[src/rtl/alu_pkg.sv]
// Shared ALU opcode encoding and operand-stage state type.
// The ALU imports aluop_t from this package as well.
package alu_pkg;
  localparam int XLEN_DEF       = 32;
  localparam int REG_ADDR_W_DEF = 5;

  typedef enum logic [3:0] {
    ALU_ADD  = 4'd0,
    ALU_SUB  = 4'd1,
    ALU_OR   = 4'd2,
    ALU_XOR  = 4'd3,
    ALU_AND  = 4'd4,
    ALU_SLL  = 4'd5,
    ALU_SRA  = 4'd6,
    ALU_SLTU = 4'd7,
    ALU_SLT  = 4'd8,
    ALU_SRL  = 4'd9
  } aluop_t;

  typedef enum logic [1:0] {
    EMPTY  = 2'd0,
    HOLD   = 2'd1,
    HAZARD = 2'd2
  } opstage_state_t;
endpackage

[src/rtl/alu_operand_stage_if.sv]
// Decoder-side, execute-side and forwarding-port signals of the ALU operand stage.
// master drives instructions and forwards, slave is the stage itself.
interface alu_operand_stage_if #(
    parameter int XLEN       = alu_pkg::XLEN_DEF,
    parameter int REG_ADDR_W = alu_pkg::REG_ADDR_W_DEF
);
    logic                  in_valid, in_ready;
    logic [3:0]            in_alu_op;
    logic [REG_ADDR_W-1:0] in_rs1, in_rs2, in_rd;
    logic [XLEN-1:0]       in_rs1_data, in_rs2_data, in_imm, in_pc;
    logic                  in_use_imm, in_use_pc, in_reg_write;

    logic                  out_valid, out_ready;
    logic [XLEN-1:0]       inputA, inputB, out_pc;
    logic [3:0]            aluOP;
    logic [REG_ADDR_W-1:0] out_rd;
    logic                  out_reg_write;

    logic                  fwd_mem_valid, fwd_mem_pending, fwd_wb_valid;
    logic [REG_ADDR_W-1:0] fwd_mem_rd, fwd_wb_rd;
    logic [XLEN-1:0]       fwd_mem_data, fwd_wb_data;

    modport slave (
        input  in_valid, in_alu_op, in_rs1, in_rs2, in_rd, in_rs1_data, in_rs2_data,
               in_imm, in_pc, in_use_imm, in_use_pc, in_reg_write, out_ready,
               fwd_mem_valid, fwd_mem_pending, fwd_mem_rd, fwd_mem_data,
               fwd_wb_valid, fwd_wb_rd, fwd_wb_data,
        output in_ready, out_valid, inputA, inputB, out_pc, aluOP, out_rd, out_reg_write
    );

    modport master (
        output in_valid, in_alu_op, in_rs1, in_rs2, in_rd, in_rs1_data, in_rs2_data,
               in_imm, in_pc, in_use_imm, in_use_pc, in_reg_write, out_ready,
               fwd_mem_valid, fwd_mem_pending, fwd_mem_rd, fwd_mem_data,
               fwd_wb_valid, fwd_wb_rd, fwd_wb_data,
        input  in_ready, out_valid, inputA, inputB, out_pc, aluOP, out_rd, out_reg_write
    );
endinterface

[src/rtl/alu_fwd_select.sv]
// Per-source forwarding priority mux: x0 -> 0, MEM (not pending) -> WB -> stored data.
// pending_hit flags a MEM match whose load data is not yet available.
module alu_fwd_select #(
    parameter int XLEN       = alu_pkg::XLEN_DEF,
    parameter int REG_ADDR_W = alu_pkg::REG_ADDR_W_DEF
) (
    input  logic [REG_ADDR_W-1:0] rs_i,
    input  logic [XLEN-1:0]       data_i,
    input  logic                  mem_valid_i,
    input  logic [REG_ADDR_W-1:0] mem_rd_i,
    input  logic [XLEN-1:0]       mem_data_i,
    input  logic                  mem_pending_i,
    input  logic                  wb_valid_i,
    input  logic [REG_ADDR_W-1:0] wb_rd_i,
    input  logic [XLEN-1:0]       wb_data_i,
    output logic [XLEN-1:0]       value_o,
    output logic                  hit_o,
    output logic                  pending_hit_o
);
    logic mem_match, wb_match;

    always_comb begin
        mem_match     = mem_valid_i && (mem_rd_i == rs_i) && (rs_i != '0);
        wb_match      = wb_valid_i && (wb_rd_i == rs_i) && (rs_i != '0);
        pending_hit_o = mem_match && mem_pending_i;
        hit_o         = 1'b0;
        value_o       = data_i;
        if (rs_i == '0) begin
            value_o = '0;
        end else if (mem_match && !mem_pending_i) begin
            value_o = mem_data_i;
            hit_o   = 1'b1;
        end else if (wb_match) begin
            value_o = wb_data_i;
            hit_o   = 1'b1;
        end
    end
endmodule

[src/rtl/alu_operand_stage.sv]
// Decode-to-execute operand stage: holds one instruction, forwards from MEM/WB, stalls on hazards.
// Define ALU_FWD_BYPASS_EN to enable forwarding; otherwise any MEM/WB match stalls in HAZARD.
module alu_operand_stage
    import alu_pkg::*;
#(
    parameter int XLEN       = XLEN_DEF,
    parameter int REG_ADDR_W = REG_ADDR_W_DEF
) (
    input  logic                clk,
    input  logic                nRst,
    input  logic                flush,
    alu_operand_stage_if.slave  bus
);
    opstage_state_t        state_q;
    aluop_t                alu_op_q;
    logic [REG_ADDR_W-1:0] rs1_q, rs2_q, rd_q;
    logic [XLEN-1:0]       rs1_val_q, rs2_val_q, imm_q, pc_q;
    logic                  use_imm_q, use_pc_q, reg_write_q;

    logic                  in_ready, capture, hazard_d;
    logic [REG_ADDR_W-1:0] rs1_sel, rs2_sel;
    logic [XLEN-1:0]       rs1_data_sel, rs2_data_sel, rs1_val_d, rs2_val_d;
    logic [XLEN-1:0]       fwd1_value, fwd2_value;
    logic                  fwd1_hit, fwd2_hit, fwd1_pend, fwd2_pend;

    assign in_ready = (state_q == EMPTY) || (state_q == HOLD && bus.out_ready);
    assign capture  = bus.in_valid && in_ready && !flush;

    // One mux per source serves both capture (incoming data) and refresh (held data).
    assign rs1_sel      = capture ? bus.in_rs1      : rs1_q;
    assign rs2_sel      = capture ? bus.in_rs2      : rs2_q;
    assign rs1_data_sel = capture ? bus.in_rs1_data : rs1_val_q;
    assign rs2_data_sel = capture ? bus.in_rs2_data : rs2_val_q;

    alu_fwd_select #(.XLEN(XLEN), .REG_ADDR_W(REG_ADDR_W)) u_fwd_rs1 (
        .rs_i(rs1_sel), .data_i(rs1_data_sel),
        .mem_valid_i(bus.fwd_mem_valid), .mem_rd_i(bus.fwd_mem_rd),
        .mem_data_i(bus.fwd_mem_data), .mem_pending_i(bus.fwd_mem_pending),
        .wb_valid_i(bus.fwd_wb_valid), .wb_rd_i(bus.fwd_wb_rd), .wb_data_i(bus.fwd_wb_data),
        .value_o(fwd1_value), .hit_o(fwd1_hit), .pending_hit_o(fwd1_pend)
    );

    alu_fwd_select #(.XLEN(XLEN), .REG_ADDR_W(REG_ADDR_W)) u_fwd_rs2 (
        .rs_i(rs2_sel), .data_i(rs2_data_sel),
        .mem_valid_i(bus.fwd_mem_valid), .mem_rd_i(bus.fwd_mem_rd),
        .mem_data_i(bus.fwd_mem_data), .mem_pending_i(bus.fwd_mem_pending),
        .wb_valid_i(bus.fwd_wb_valid), .wb_rd_i(bus.fwd_wb_rd), .wb_data_i(bus.fwd_wb_data),
        .value_o(fwd2_value), .hit_o(fwd2_hit), .pending_hit_o(fwd2_pend)
    );

`ifdef ALU_FWD_BYPASS_EN
    assign rs1_val_d = fwd1_value;
    assign rs2_val_d = fwd2_value;
    assign hazard_d  = fwd1_pend || fwd2_pend;
`else
    // Without bypass a hit keeps the raw register-file value; the stall covers the hazard.
    assign rs1_val_d = fwd1_hit ? rs1_data_sel : fwd1_value;
    assign rs2_val_d = fwd2_hit ? rs2_data_sel : fwd2_value;
    assign hazard_d  = fwd1_hit || fwd1_pend || fwd2_hit || fwd2_pend;
`endif

    always_ff @(posedge clk or negedge nRst) begin
        if (!nRst) begin
            state_q     <= EMPTY;
            alu_op_q    <= ALU_ADD;
            rs1_q       <= '0;
            rs2_q       <= '0;
            rd_q        <= '0;
            rs1_val_q   <= '0;
            rs2_val_q   <= '0;
            imm_q       <= '0;
            pc_q        <= '0;
            use_imm_q   <= 1'b0;
            use_pc_q    <= 1'b0;
            reg_write_q <= 1'b0;
        end else if (flush) begin
            state_q     <= EMPTY;
            reg_write_q <= 1'b0;
        end else if (capture) begin
            state_q     <= hazard_d ? HAZARD : HOLD;
            alu_op_q    <= aluop_t'(bus.in_alu_op);
            rs1_q       <= bus.in_rs1;
            rs2_q       <= bus.in_rs2;
            rd_q        <= bus.in_rd;
            rs1_val_q   <= rs1_val_d;
            rs2_val_q   <= rs2_val_d;
            imm_q       <= bus.in_imm;
            pc_q        <= bus.in_pc;
            use_imm_q   <= bus.in_use_imm;
            use_pc_q    <= bus.in_use_pc;
            reg_write_q <= bus.in_reg_write;
        end else begin
            case (state_q)
                HOLD: begin
                    rs1_val_q <= rs1_val_d;
                    rs2_val_q <= rs2_val_d;
                    if (bus.out_ready) state_q <= EMPTY;
                end
                HAZARD: begin
                    rs1_val_q <= rs1_val_d;
                    rs2_val_q <= rs2_val_d;
                    if (!hazard_d) state_q <= HOLD;
                end
                default: state_q <= EMPTY;
            endcase
        end
    end

    assign bus.in_ready      = in_ready;
    assign bus.out_valid     = (state_q == HOLD);
    assign bus.inputA        = use_pc_q  ? pc_q  : rs1_val_q;
    assign bus.inputB        = use_imm_q ? imm_q : rs2_val_q;
    assign bus.aluOP         = alu_op_q;
    assign bus.out_rd        = rd_q;
    assign bus.out_reg_write = reg_write_q;
    assign bus.out_pc        = pc_q;
endmodule

[src/flat_wrapper.sv]
// flat-port wrapper written by rule: the top's interface ports become plain ports
module alu_operand_stage_flat import alu_pkg::*;
#(
    parameter int XLEN       = XLEN_DEF,
    parameter int REG_ADDR_W = REG_ADDR_W_DEF
)
  (clk, nRst, flush, bus_in_valid, bus_in_alu_op, bus_in_rs1, bus_in_rs2, bus_in_rd, bus_in_rs1_data, bus_in_rs2_data, bus_in_imm, bus_in_pc, bus_in_use_imm, bus_in_use_pc, bus_in_reg_write, bus_out_ready, bus_fwd_mem_valid, bus_fwd_mem_pending, bus_fwd_mem_rd, bus_fwd_mem_data, bus_fwd_wb_valid, bus_fwd_wb_rd, bus_fwd_wb_data, bus_in_ready, bus_out_valid, bus_inputA, bus_inputB, bus_out_pc, bus_aluOP, bus_out_rd, bus_out_reg_write);
  alu_operand_stage_if #(.XLEN(XLEN), .REG_ADDR_W(REG_ADDR_W)) bus_i ();
  input  logic clk;
  input  logic nRst;
  input  logic flush;
  input wire logic [$bits(bus_i.in_valid)-1:0] bus_in_valid;
  input wire logic [$bits(bus_i.in_alu_op)-1:0] bus_in_alu_op;
  input wire logic [$bits(bus_i.in_rs1)-1:0] bus_in_rs1;
  input wire logic [$bits(bus_i.in_rs2)-1:0] bus_in_rs2;
  input wire logic [$bits(bus_i.in_rd)-1:0] bus_in_rd;
  input wire logic [$bits(bus_i.in_rs1_data)-1:0] bus_in_rs1_data;
  input wire logic [$bits(bus_i.in_rs2_data)-1:0] bus_in_rs2_data;
  input wire logic [$bits(bus_i.in_imm)-1:0] bus_in_imm;
  input wire logic [$bits(bus_i.in_pc)-1:0] bus_in_pc;
  input wire logic [$bits(bus_i.in_use_imm)-1:0] bus_in_use_imm;
  input wire logic [$bits(bus_i.in_use_pc)-1:0] bus_in_use_pc;
  input wire logic [$bits(bus_i.in_reg_write)-1:0] bus_in_reg_write;
  input wire logic [$bits(bus_i.out_ready)-1:0] bus_out_ready;
  input wire logic [$bits(bus_i.fwd_mem_valid)-1:0] bus_fwd_mem_valid;
  input wire logic [$bits(bus_i.fwd_mem_pending)-1:0] bus_fwd_mem_pending;
  input wire logic [$bits(bus_i.fwd_mem_rd)-1:0] bus_fwd_mem_rd;
  input wire logic [$bits(bus_i.fwd_mem_data)-1:0] bus_fwd_mem_data;
  input wire logic [$bits(bus_i.fwd_wb_valid)-1:0] bus_fwd_wb_valid;
  input wire logic [$bits(bus_i.fwd_wb_rd)-1:0] bus_fwd_wb_rd;
  input wire logic [$bits(bus_i.fwd_wb_data)-1:0] bus_fwd_wb_data;
  output wire logic [$bits(bus_i.in_ready)-1:0] bus_in_ready;
  output wire logic [$bits(bus_i.out_valid)-1:0] bus_out_valid;
  output wire logic [$bits(bus_i.inputA)-1:0] bus_inputA;
  output wire logic [$bits(bus_i.inputB)-1:0] bus_inputB;
  output wire logic [$bits(bus_i.out_pc)-1:0] bus_out_pc;
  output wire logic [$bits(bus_i.aluOP)-1:0] bus_aluOP;
  output wire logic [$bits(bus_i.out_rd)-1:0] bus_out_rd;
  output wire logic [$bits(bus_i.out_reg_write)-1:0] bus_out_reg_write;
  assign bus_i.in_valid = bus_in_valid;
  assign bus_i.in_alu_op = bus_in_alu_op;
  assign bus_i.in_rs1 = bus_in_rs1;
  assign bus_i.in_rs2 = bus_in_rs2;
  assign bus_i.in_rd = bus_in_rd;
  assign bus_i.in_rs1_data = bus_in_rs1_data;
  assign bus_i.in_rs2_data = bus_in_rs2_data;
  assign bus_i.in_imm = bus_in_imm;
  assign bus_i.in_pc = bus_in_pc;
  assign bus_i.in_use_imm = bus_in_use_imm;
  assign bus_i.in_use_pc = bus_in_use_pc;
  assign bus_i.in_reg_write = bus_in_reg_write;
  assign bus_i.out_ready = bus_out_ready;
  assign bus_i.fwd_mem_valid = bus_fwd_mem_valid;
  assign bus_i.fwd_mem_pending = bus_fwd_mem_pending;
  assign bus_i.fwd_mem_rd = bus_fwd_mem_rd;
  assign bus_i.fwd_mem_data = bus_fwd_mem_data;
  assign bus_i.fwd_wb_valid = bus_fwd_wb_valid;
  assign bus_i.fwd_wb_rd = bus_fwd_wb_rd;
  assign bus_i.fwd_wb_data = bus_fwd_wb_data;
  assign bus_in_ready = bus_i.in_ready;
  assign bus_out_valid = bus_i.out_valid;
  assign bus_inputA = bus_i.inputA;
  assign bus_inputB = bus_i.inputB;
  assign bus_out_pc = bus_i.out_pc;
  assign bus_aluOP = bus_i.aluOP;
  assign bus_out_rd = bus_i.out_rd;
  assign bus_out_reg_write = bus_i.out_reg_write;
  alu_operand_stage #(.XLEN(XLEN), .REG_ADDR_W(REG_ADDR_W)) u_core (.clk(clk), .nRst(nRst), .flush(flush), .bus(bus_i));
endmodule
[config.mk]
export PLATFORM = sky130hd
export DESIGN_NAME = alu_operand_stage_flat
export DESIGN_NICKNAME = d
export VERILOG_FILES = /design/src/rtl/alu_pkg.sv /design/src/rtl/alu_operand_stage_if.sv /design/src/rtl/alu_fwd_select.sv /design/src/rtl/alu_operand_stage.sv /design/src/flat_wrapper.sv
export SDC_FILE = /design/constraint.sdc
export NUM_CORES = 1
export LEC_CHECK = 0
export ABC_AREA = 0
export CORE_AREA = 2 2 133 135
export DETAILED_ROUTE_END_ITERATION = 8
export DIE_AREA = 0 0 135 137
export GPL_ROUTABILITY_DRIVEN = 0
export PLACE_DENSITY = 0.91
export SETUP_SLACK_MARGIN = 0.02
export SLEW_MARGIN = 20
export SYNTH_ARGS = -nofsm -noshare
export SYNTH_HDL_FRONTEND = slang
export SYNTH_SLANG_ARGS = --single-unit
[constraint.sdc]
create_clock -name clk -period 6.4 [get_ports clk]
set_input_delay 0.64 -clock clk [delete_from_list [all_inputs] [get_ports clk]]
set_output_delay 0.64 -clock clk [all_outputs]
set_load 0.01 [all_outputs]
==> metrics.md <==
| Metric | Value |
|---|---|
| Die Height | 137 um |
| GR Util All Layers | 22.4% |
| Number of synthesized flops with an enable pin | 0 |
| Pin count of the biggest net entering global routing | 91 |
| Layout cells sized above 1 | 12.7% |
| Startpoint Class | primary input |
| Mapped Area | 0.00694 mm^2 |
| Ys async rst share | 100% |
| Main flop type after synthesis | dfrtp_1 |
| Reg area | 0.00380 mm^2 |
| Vias in the first global route | 6273 |
| Rel. slew slack | 29.0% |
| Die Area | 0.0185 mm^2 |
| Antenna violations before repair | 1 |
| Area fraction of the dominant cell type after synthesis | 54.8% |
| TritonCTS Sinks | 152 |
| Cts bufs inserted | 17 |
| Top-count cell post-synth | nand2_1 |
| Post-synth cell types | 46 |
| Setup Skew | 0.00769 ns |
| Outcome | finished, final reports clean |
| Slew Limit Fails | 0 |
| Synth Warn # | 0 |
| I/O pins | 340 |
| Area Overhead vs Synth | 51.2% |
| Avg Cell Area, Syn | 10.2 um^2 |
| F_max | 308 MHz |
| Synth cell count leaders | nand2_1, dfrtp_1, mux2_2 |
| Fin cells | 1177 |
| Seq/Total Area, Yosys | 54.8% |
| DR vias | 6103 |
| Reg clk slew, reported paths | 0.06 ns |
| # nets final | 1173 |
| Peak supply drop | 0.182 mV |
| TNS Setup | 0 ns |
| Worst-Margin Slew | 1.07 ns |
| Fill cells | 1325 |
| Unrepaired setup endpoints after global routing | no |
| Worst hold path type | primary input to async pin |
| Final core occ | 61.6% |
| Clk buf depth | 2 |
| DP Wirelength | 14600 um |
| Initial drt markers | 282 |
| Initial Util | 40.7% |
| Core ar. | 0.0171 mm^2 |
| Cts hold-fix bufs | 0 |
| Crit path time final | 3.24 ns |
| Final hold violations | 0 |
| Detailed Route WL | 21100 um |
| CP Capture Type | register |
| Standard-cell rows | 48 |
| Leakage power | 0.00470 uW |
| Crit-path slowest cell | clkdlybuf4s50_1 |
| Port Buf Inserts | 274 |
| H-Tree Depth | 4 |
| DR pass1 iterations | 6 |
| Final WS setup | 3.16 ns |
| Skew-Pair Late Insertion Delay | 0.41 ns |
| Die Wd | 135 um |
| Setup WS pre-CTS | 2.75 ns |
| Post-CTS sizing | 0 |
| DRT antenna net count | 0 |
| Remaining DRCs | 0 |
| Placed Cells | 1144 |
| CP max FO | 42 |
| Placed Area | 0.00986 mm^2 |
| Via-to-Cell Ratio | 5.19 |
| Crit path required time | 6.69 ns |
| Fin area | 0.0105 mm^2 |
| CP Class | primary input to register |
| Syn Inst Count | 678 |
| MaxCap Viol Count | 0 |
| Crit path arrival time | 3.54 ns |
| Synth area leaders | dfrtp_1, nand2_1, mux2_2 |
| P per Cell Area | 337 mW/mm^2 |
| Tcrit/Tclk final | 50.7% |
| FF+latch count, synth | 152 |
| Wire per inst | 17.9 um |
| Global-route wire length before repair | 32200 um |
| Post-CTS Setup Bufs | 0 |
| GR Overflow Total | 0 |
| Mapped Nets | 913 |
| Leading area contributor after synthesis | dfrtp_1 |
| CTS tree | done |
| Footprint of the multi-input gates | 0.00292 mm^2 |
| CP max stage delay | 0.57 ns |
| Crit path cell chain | clkdlybuf4s50_1 > nand2b_4 > nor2_8 > mux2i_4 > inv_2 > a21oi_2 > nand2_1 > a21o_1 > buf_4 > a22o_1 |
| CTS root buf | clkbuf_16 |
| Setup Viol. Count Final | 0 |
-- power by group --
part	switching, uW	total [uW]	internal [uW]
logic	499	1160	663
clock network	413	1080	669
registers	132	1300	1160
-- final timing paths --
kind | start | endpoint | slack (ns) | cells after the start
max | flush | u_core.rs1_val_q[8] | 3.16 | 10
min | nRst | u_core.bus.out_rd[0] | 0.25 | 1
max reg2reg | u_core.state_q[1] | u_core.rs1_val_q[8] | 3.32 | 11
min reg2reg | u_core.bus.aluOP[3] | u_core.bus.aluOP[3] | 0.47 | 2
max in group asynchronous | nRst | u_core.rs2_val_q[6] | 4.74 | 2
min in group clk | u_core.bus.aluOP[3] | u_core.bus.aluOP[3] | 0.47 | 2
-- registers in the layout, summed over array words and instances (netlist names), 4 cells and up --
register           cells
u_core.rs2_q           5
u_core.bus.aluOP       4
u_core.bus.out_pc     32
u_core.rs1_val_q      32
u_core.rs2_val_q      32
u_core.bus.out_rd      5
u_core.imm_q          32
u_core.rs1_q           5
-- metal layers --
metal	global-route usage [%]	vias up	share of wire, %
li1	-	2822	-
met3	5.19	62	6.1
met2	38.3	247	51
met5	0	-	0
met1	26.4	2972	39
met4	11.7	0	3.9
-- metrics by stage --
stage               total power (uW)  hold slack [ns]
CTS                             3560            0.279
detailed placement              2470            0.458
global route                    3700            0.309
global placement                2430            0.451
floorplan                       1840            0.344
finish                          3540            0.254
-- cells in the final DEF (no fill, tap or decap), types with 11 or more instances in the layout --
master           instances
mux2_2                  64
o22ai_1                 16
clkdlybuf4s50_1        273
nor2_1                  18
a21oi_1                 18
nand2_1                236
clkbuf_16               17
dfrtp_1                152
a22o_1                  48
inv_1                   11
-- logic make-up after synthesis --
family,after synthesis,share of synthesized area (%)
and+or+nand+nor,282,16.6
DFF,152,54.8
AOI/OAI and AO/OA,98,11.0
muxes,72,11.8
buffers and inverters,55,3.26
xor gates and xnor gates,16,2.02
adders and majority gates,3,0.541
-- worst max-delay path, delay by kind of cell --
kind            cells  cell delay [ns]
simple gates        3             0.91
buf+inv             3             0.87
compound gates      3             0.70
mux                 1             0.39
-- layout make-up --
class                           instances  share of cell area [%]
Antenna cell                            1                  0.0238
Clock buffer                           19                    4.22
Clock inverter                         13                    1.84
Inverter                               14                   0.501
Multi-Input combinational cell        471                    27.8
Sequential cell                       152                    36.2
Tap cell                              225                    2.68
Timing Repair Buffer                  282                    26.7
Power figures use the tool's default switching activity.
